[config.mk]
export PLATFORM = sky130hd
export DESIGN_NAME = rf_wb_scheduler
export DESIGN_NICKNAME = d
export VERILOG_FILES = /design/src/rtl/rf_wb_scheduler.sv
export SDC_FILE = /design/constraint.sdc
export NUM_CORES = 1
export LEC_CHECK = 0
export BUFFER_PORTS_ARGS = -buffer_cell sky130_fd_sc_hd__buf_2
export CAP_MARGIN = 25
export CORE_MARGIN = 10
export CORE_UTILIZATION = 47
export CTS_CLUSTER_SIZE = 8
export DETAILED_ROUTE_END_ITERATION = 12
export PLACE_DENSITY = 0.81
export SLEW_MARGIN = 25
export SYNTH_ARGS = -nofsm -noshare
export SYNTH_HDL_FRONTEND = slang
export SYNTH_SLANG_ARGS = --single-unit
[constraint.sdc]
create_clock -name clk -period 2.1 [get_ports clk]
set_input_delay 0.105 -clock clk [delete_from_list [all_inputs] [get_ports clk]]
set_output_delay 0.105 -clock clk [all_outputs]
set_load 0.02 [all_outputs]
[src/rtl/rf_wb_scheduler.sv]
// rf_wb_scheduler
//   Arbitrates the single GPR-file write port between the pipeline writeback
//   stage and the multi-cycle mul/div unit. It also keeps a scoreboard of
//   registers that have an outstanding mul/div result, and raises a hazard
//   stall to the issue stage when a queried register is busy.
//
//   Write path is combinational: the register file samples rf_* on the next
//   posedge clk. A mul/div result that has been blocked for STARVE_LIMIT
//   consecutive cycles is forced in. To do that, the pipeline write is held
//   for one cycle.
//
//   Optional build macro: RF_WB_FORCE_COUNT_EN
//     When it is defined, force_cnt counts the cycles spent in FORCE and
//     saturates at 0xFFFF. When it is undefined, force_cnt is tied to 0.
//
//   Ports
//     clk, reset        clock, asynchronous active-high reset
//     wb_we/rd/data     pipeline writeback request
//     wb_hold           pipeline write not accepted; hold wb_* stable
//     md_valid/rd/data  mul/div result, held stable until md_ack
//     md_ack            mul/div result committed this cycle
//     md_issue/_rd      mul/div operation issued (sets a scoreboard bit)
//     q_rs/q_rt/q_rd    issue-stage register queries
//     issue_stall       a queried register is busy
//     rf_we/waddr/wdata register file write port
//     force_cnt         forced-grant event count
module rf_wb_scheduler #(
    parameter int STARVE_LIMIT = 4,
    parameter int CNT_W        = 4
) (
    input  logic        clk,
    input  logic        reset,
    input  logic        wb_we,
    input  logic [4:0]  wb_rd,
    input  logic [31:0] wb_data,
    output logic        wb_hold,
    input  logic        md_valid,
    input  logic [4:0]  md_rd,
    input  logic [31:0] md_data,
    output logic        md_ack,
    input  logic        md_issue,
    input  logic [4:0]  md_issue_rd,
    input  logic [4:0]  q_rs,
    input  logic [4:0]  q_rt,
    input  logic [4:0]  q_rd,
    output logic        issue_stall,
    output logic        rf_we,
    output logic [4:0]  rf_waddr,
    output logic [31:0] rf_wdata,
    output logic [15:0] force_cnt
);

    typedef enum logic [1:0] {IDLE, WAIT, FORCE} state_t;

    state_t           state, state_n;
    logic [CNT_W-1:0] cnt, cnt_n, cnt_inc;
    logic [31:1]      busy, busy_n;
    logic             occupied;
    logic             set_en, clr_en;

    // Writes to $0 never claim the port.
    assign occupied = wb_we && (wb_rd != 5'd0);
    assign cnt_inc  = cnt + 1'b1;

    always_comb begin
        rf_we    = 1'b0;
        rf_waddr = wb_rd;
        rf_wdata = wb_data;
        md_ack   = 1'b0;
        wb_hold  = 1'b0;
        state_n  = IDLE;
        cnt_n    = '0;
        if (reset) begin
            // Outputs are forced quiet while reset is high. The registers
            // are cleared asynchronously.
        end else if (state == FORCE) begin
            // mul/div has priority. md_ack is qualified by md_valid so it
            // can never fire without a result present.
            if (md_valid) begin
                md_ack   = 1'b1;
                rf_we    = (md_rd != 5'd0);
                rf_waddr = md_rd;
                rf_wdata = md_data;
            end
            wb_hold = occupied;
        end else if (occupied) begin
            rf_we = 1'b1;
            if (md_valid) begin
                cnt_n   = cnt_inc;
                state_n = (cnt_inc >= CNT_W'(STARVE_LIMIT)) ? FORCE : WAIT;
            end
        end else if (md_valid) begin
            md_ack   = 1'b1;
            rf_we    = (md_rd != 5'd0);
            rf_waddr = md_rd;
            rf_wdata = md_data;
        end
    end

    // Scoreboard update. When a register is set and cleared in the same
    // cycle, set wins, because a newer operation is then outstanding.
    assign set_en = md_issue && (md_issue_rd != 5'd0);
    assign clr_en = md_ack && (md_rd != 5'd0);

    always_comb begin
        busy_n = busy;
        for (int i = 1; i < 32; i++) begin
            busy_n[i] = (busy[i] && !(clr_en && md_rd == 5'(i)))
                      || (set_en && md_issue_rd == 5'(i));
        end
    end

    always_ff @(posedge clk or posedge reset) begin
        if (reset) begin
            state <= IDLE;
            cnt   <= '0;
            busy  <= '0;
        end else begin
            state <= state_n;
            cnt   <= cnt_n;
            busy  <= busy_n;
        end
    end

    // Bit 0 stands for $0, which is never busy.
    logic [31:0] busy_v;
    assign busy_v      = {busy, 1'b0};
    assign issue_stall = busy_v[q_rs] | busy_v[q_rt] | busy_v[q_rd];

`ifdef RF_WB_FORCE_COUNT_EN
    logic [15:0] fcnt;
    always_ff @(posedge clk or posedge reset) begin
        if (reset)
            fcnt <= '0;
        else if (state == FORCE && fcnt != 16'hFFFF)
            fcnt <= fcnt + 16'd1;
    end
    assign force_cnt = fcnt;
`else
    assign force_cnt = 16'd0;
`endif

endmodule

After elaboration in Yosys (flattened, before gate mapping)
Index checks and enable logic that the tools add are counted.
W data, S select, Z words.
{ "word_totals": {"ff_bits": 37, "inputBits": 99, "elab_cells": 267} }
{ "op_classes": {"n_addsub": 1, "n_lt_le_gt_ge": 4, "eq_ne": 63, "n_mux": 33, "n_bitwise": 2, "n_reduce_logical": 161} }
{ "ops": {"columns": ["op", "n"], "rows": [
  ["$eq A5 B5 Y1 const B", 32],
  ["$mux W32", 4],
  ["$logic_and A1 B1 Y1", 96],
  ["$eq A5 B4 Y1 const B", 16],
  ["$eq A5 B3 Y1 const B", 8],
  ["$logic_not A1 Y1", 31],
  ["$logic_or A1 B1 Y1", 31],
  ["$eq A5 B2 Y1 const B", 4],
  ["$mux W5", 4],
  ["$lt A5 B6 Y1 const B", 3],
  ["$mux W4", 4],
  ["$bmux W1 S5", 3],
  ["$reduce_bool A5 Y1", 3],
  ["$mux W1", 13],
  ["$eq A5 B1 Y1 const B", 2],
  ["$mux W2", 5],
  ["$add A4 B1 Y4 const B", 1],
  ["$ge A4 B3 Y1 const B", 1],
  ["$eq A2 B2 Y1 const B", 1],
  ["$or A1 B1 Y1", 2]
]} }

Longest topological paths before layout
{ "logic_depth": {"depth_word": 10, "ltp_mapped": 8, "ltp_nobuf": 6} }

Worst setup path before layout
OpenSTA, ideal clock, no wires.
{ "synth_timing": {"path_kind": "in2reg", "start": "input port reset", "end": "register busy[10] (netlist name)", "arrival_time_ps": 1935, "slack_ps": 44, "path_stages": 5, "cell_sequence": "inv_1 nand2_1 nor4b_4 nand2_1 a22o_1"} }
{ "synth_via": {"elab_chain_len": 6} }
{ "synth_lines": {"columns": ["item", "line_no", "rtl"], "rows": [
  ["start: declaration", "32", "input logic reset,"],
  ["$mux W1", "73", "if (reset) begin"],
  ["$logic_and A1 B1 Y1", "103", "assign clr_en = md_ack && (md_rd != 5'd0);"],
  ["$logic_and A1 B1 Y1", "108", "busy_n[i] = (busy[i] && !(clr_en && md_rd == 5'(i)))"],
  ["$logic_not A1 Y1", "108", null],
  ["$logic_and A1 B1 Y1", "108", null],
  ["$logic_or A1 B1 Y1", "109", "|| (set_en && md_issue_rd == 5'(i));"],
  ["named net busy_n, one bit", "57", "logic [31:1] busy, busy_n;"],
  ["end signal: assignment", "121", "busy <= busy_n;"],
  ["end: declaration", "57", null]
]} }
The timed path passes the listed nets, and every way through them passes these cells.

Worst setup path after layout
{ "layout_timing": {"start": "register busy[11] (netlist name)", "end": "output port issue_stall"} }
{ "layout_via": {"elab_chain_len": 4, "elab_cells_between_ends": 8} }
{ "layout_lines": {"columns": ["item", "line_no", "rtl"], "rows": [
  ["$bmux W1 S5", "128", "assign issue_stall = busy_v[q_rs] | busy_v[q_rt] | busy_v[q_rd];"],
  ["$mux W1 (implied by the code)", "128", null],
  ["$or A1 B1 Y1", "128", null],
  ["$or A1 B1 Y1 (*)", "128", null],
  ["end: declaration", "46", "output logic issue_stall,"]
]} }
Every way passes the cells marked *; elsewhere a longest branch is shown, timed or not. The select of a mux whose other input is x is not followed.

==> metrics.log <==
[metrics] status: finished, violations left
[metrics] violated checks: setup timing
[metrics] Wirelength per Cell: 19.1 microns
[metrics] Std-Cell Rows: 29
[metrics] CTS max path bufs: 2
[metrics] Chip Width: 102 microns
[metrics] antenna violations before repair: 0
[metrics] final period demand of the worst path: 2.12 ns
[metrics] clock sinks: 37
[metrics] cts bufs inserted: 5
[metrics] summed instance area of the synthesized netlist: 3190 sq um
[metrics] post-synthesis cell type with the largest combined area: sky130_fd_sc_hd__dfrtp_1
[metrics] number of port buffers: 139
[metrics] Crit path top cell by count: sky130_fd_sc_hd__buf_4
[metrics] count of unresolved DRC violations after routing: 0
[metrics] sequential share of the synthesized area: 29.1%
[metrics] number of synthesized flops with an enable pin: 0
[metrics] post-DP HPWL: 9500 microns
[metrics] initial cell density of the core: 49.3%
[metrics] transition time of the tightest slew-check pin: 0.630 ns
[metrics] area of the multi-input gates: 2100 sq um
[metrics] pin count of the biggest net entering global routing: 43
[metrics] worst clock skew on the final layout: 0.00574 ns
[metrics] Distinct cells, synth: 47
[metrics] proportion of power drawn by the clock network: 19.4%
[metrics] area growth from synthesis to layout: 26.9%
[metrics] tightest slew margin relative to the limit: 57.7%
[metrics] Routability Congestion: 0.928
[metrics] CP cell instances: buf_4 -> mux4_2 -> mux2_4 -> a211oi_2 -> o2111ai_1 -> buf_4
[metrics] htree depth: 2
[metrics] switching power share of the total: 35.1%
[metrics] unrepaired setup endpoints after global routing: yes
[metrics] category of cells accounting for the largest share of critical-path delay: multiplexers
[metrics] proportion of netlist area held by the largest area contributor: 29.1%
[metrics] Final Slew Violations: 0
[metrics] via count of the first global-routing pass: 3452
[metrics] share of cells above drive strength 1: 37.6%
[metrics] area used by sequential logic in the layout: 926 sq um
[metrics] Tightest Hold Check Type: in -> reg
[metrics] number of failing setup endpoints in the final timing report: 1
[metrics] period utilisation layout: 101%
[metrics] number of endpoints with negative hold slack in the final report: 0
[metrics] nature of the critical path startpoint: flip-flop
[metrics] data arrival time at the worst-slack endpoint: 2.01 ns
[metrics] type of the worst setup path: reg -> out
[metrics] logic gate share of total power: 39.3%
[metrics] Req. time, crit path: 2.00 ns
[metrics] GR Util All Layers: 21.1%
[metrics] number of placed I/O pins: 156
[metrics] leading cell types by total area after synthesis: sky130_fd_sc_hd__dfrtp_1 (29%), sky130_fd_sc_hd__nand2_1 (17%), sky130_fd_sc_hd__mux4_2 (13%)
[metrics] leakage dissipation: 0.00204 uW
[metrics] Int Pwr: 1630 uW
[metrics] average cell area after synthesis: 8.34 sq um
[metrics] gate count of the mapped netlist: 382
[metrics] top achievable clock speed: 472 MHz
[metrics] DRC violation total after the first TritonRoute iteration: 215
[metrics] CP bufs+invs: 2
[metrics] Clock Tree Root: sky130_fd_sc_hd__clkbuf_8
[metrics] Worst Slack Setup Final: -0.0171 ns
[metrics] Vias per Instance: 5.63
[metrics] filler cell count: 580
[metrics] insertion delay of the later-clocked pin in the worst-skew pair: 0.29 ns
[metrics] switching power total: 886 uW
[metrics] dpl ws: 0.191 ns
[metrics] Power Density: 623 nW/um^2
[metrics] #FFs+latches synth: 37
[metrics] dominant synthesized flop cell: sky130_fd_sc_hd__dfrtp_1
[metrics] DR vias: 3366
[metrics] Max stage delay cell, worst path: sky130_fd_sc_hd__mux4_2
[metrics] count of antenna-violating nets left after detailed routing: 0
[metrics] # Max-Cap Violations: 0
[metrics] # diodes: 0
[metrics] sequential share of power: 41.3%
[metrics] proportion of register bits with asynchronous set or reset after synthesis: 100%
[metrics] Pre-Repair DR Iteration Count: 4
[metrics] Max rail drop VDD: 0.331 mV
[metrics] final design utilization: 62.6%
[metrics] worst-path maximum fanout: 3
[metrics] Die Height: 102 microns
[metrics] Core Box Area: 6460 sq um
[metrics] clock tree from TritonCTS: done
[metrics] clock-pin slew on the worst setup and hold paths: 0.07 ns
[metrics] Net count, final: 621
[metrics] sum of routed wire length over all layers: 11400 microns
[metrics] global-route wire length before repair: 17400 microns
[metrics] DIE AREA: 10500 sq um
[metrics] gr ovfl total: 0
[metrics] slowest stage delay, CP: 0.43 ns
[metrics] count of warnings emitted by yosys: 0
[metrics] endpoint kind of the worst setup timing path: output port
==> path summary, 6_finish.rpt <==
| check | startpoint | end | slack (ns) | cells after the start |
|---|---|---|---|---|
| max in group asynchronous | reset | busy[4] | 1.27 | 4 |
| max reg2reg | state[0] | busy[11] | 0.51 | 6 |
| min reg2reg | cnt[0] | cnt[0] | 0.50 | 1 |
| min | md_issue_rd[1] | busy[23] | 0.26 | 3 |
| min in group asynchronous | reset | cnt[1] | 0.52 | 4 |
| max | busy[11] | issue_stall | -0.02 | 6 |
==> tightest hold or removal path: stages <==
cell                      delay, ns
sky130_fd_sc_hd__buf_2         0.14
sky130_fd_sc_hd__nand3_1       0.15
sky130_fd_sc_hd__o21ai_0       0.11
==> flip-flops by register name, summed over array words and instances (netlist names) <==
name	count
busy	31
cnt	4
state	2
==> metrics by stage <==
step	power, uW	cells	cell area, sq um	TNS [ns]	hold slack [ns]
after CTS	2510	597	4030	0	0.248
after detailed placement	1970	585	3870	0	0.284
after global placement	1940	585	3870	0	0.278
after floorplan	1640	397	3240	0	0.290
after global routing	2660	598	4040	-0.0901	0.273
final	2520	598	4040	-0.0171	0.260
==> cells by family after synthesis <==
kind of cell	Yosys count	synth area share [%]
other	1	0.118
buffers and inverters	42	7.86
adder cells (fa/ha/maj)	1	0.393
multiplexers	31	17.0
AO/OA/AOI/OAI	56	13.7
flip-flops	37	29.1
XOR/XNOR	3	0.825
AND/OR/NAND/NOR	211	31.1
==> power groups by stage <==
| stage | registers, uW | logic (uW) | clock network, uW |
|---|---|---|---|
| 6_report | 1040 | 991 | 490 |
| 5_1_grt | 1060 | 1080 | 526 |
| 4_1_cts | 1030 | 976 | 501 |
| 3_5_place_dp | 1050 | 922 | 0 |
| 3_3_place_gp | 1040 | 905 | 0 |
| 2_1_floorplan | 967 | 672 | 0 |
==> placed cells by master, fill, tap and decap left out, types with 2 or more instances in the layout <==
master / n
sky130_fd_sc_hd__conb_1: 16
sky130_fd_sc_hd__mux2i_1: 9
sky130_fd_sc_hd__a211oi_1: 2
sky130_fd_sc_hd__nor3b_1: 9
sky130_fd_sc_hd__o2bb2ai_1: 12
sky130_fd_sc_hd__dfrtp_1: 37
sky130_fd_sc_hd__or2_2: 2
sky130_fd_sc_hd__mux2_2: 3
sky130_fd_sc_hd__nand3b_1: 6
sky130_fd_sc_hd__and3b_1: 2
sky130_fd_sc_hd__nand2_1: 146
sky130_fd_sc_hd__a22o_1: 15
sky130_fd_sc_hd__nor3_1: 4
sky130_fd_sc_hd__nor2_1: 11
sky130_fd_sc_hd__xor2_1: 2
sky130_fd_sc_hd__nor4b_4: 2
sky130_fd_sc_hd__nor2b_1: 5
sky130_fd_sc_hd__nand2b_1: 4
sky130_fd_sc_hd__inv_1: 4
sky130_fd_sc_hd__mux4_2: 18
sky130_fd_sc_hd__a21oi_1: 4
sky130_fd_sc_hd__o21ai_0: 11
sky130_fd_sc_hd__buf_4: 15
sky130_fd_sc_hd__and3_1: 4
sky130_fd_sc_hd__clkbuf_8: 6
sky130_fd_sc_hd__a2111oi_1: 2
sky130_fd_sc_hd__nand3_1: 8
sky130_fd_sc_hd__buf_2: 138
==> cells in the mapped netlist, drive strengths merged (6+ instances only) <==
master	number
a22o	15
buf	29
clkbuf	8
dfrtp	37
mux2i	9
mux4	18
nand2	146
nand3	8
nand3b	6
nor2	12
nor3b	9
o21ai	11
o2bb2ai	12
==> layer usage <==
metal  track usage (%)  part of all wire (%)  vias to the layer above
met5                 0                     0                        -
met4              5.53                   1.3                        0
met3              6.75                    11                       14
met2              37.3                    50                      170
met1              23.9                    38                     1592
li1                  -                     -                     1590
==> layout make-up <==
type	count	area share [%]
Sequential cell	37	22.9
Clock buffer	7	2.13
Inverter	5	0.588
Multi-Input combinational cell	318	51.9
Timing Repair Buffer	154	20.1
Tap cell	77	2.38
==> repair_timing <==
| action | CTS | global route |
|---|---|---|
| pin swaps | 4 | 3 |
| hold buffers | 1 | 0 |
| endpoints found under the hold margin | 37 | 0 |
| setup endpoints to repair | 1 | 1 |
| gates resized for setup | 5 | 4 |
| buffers inserted | 4 | 1 |
No activity file was read; power rests on OpenSTA's default activity.
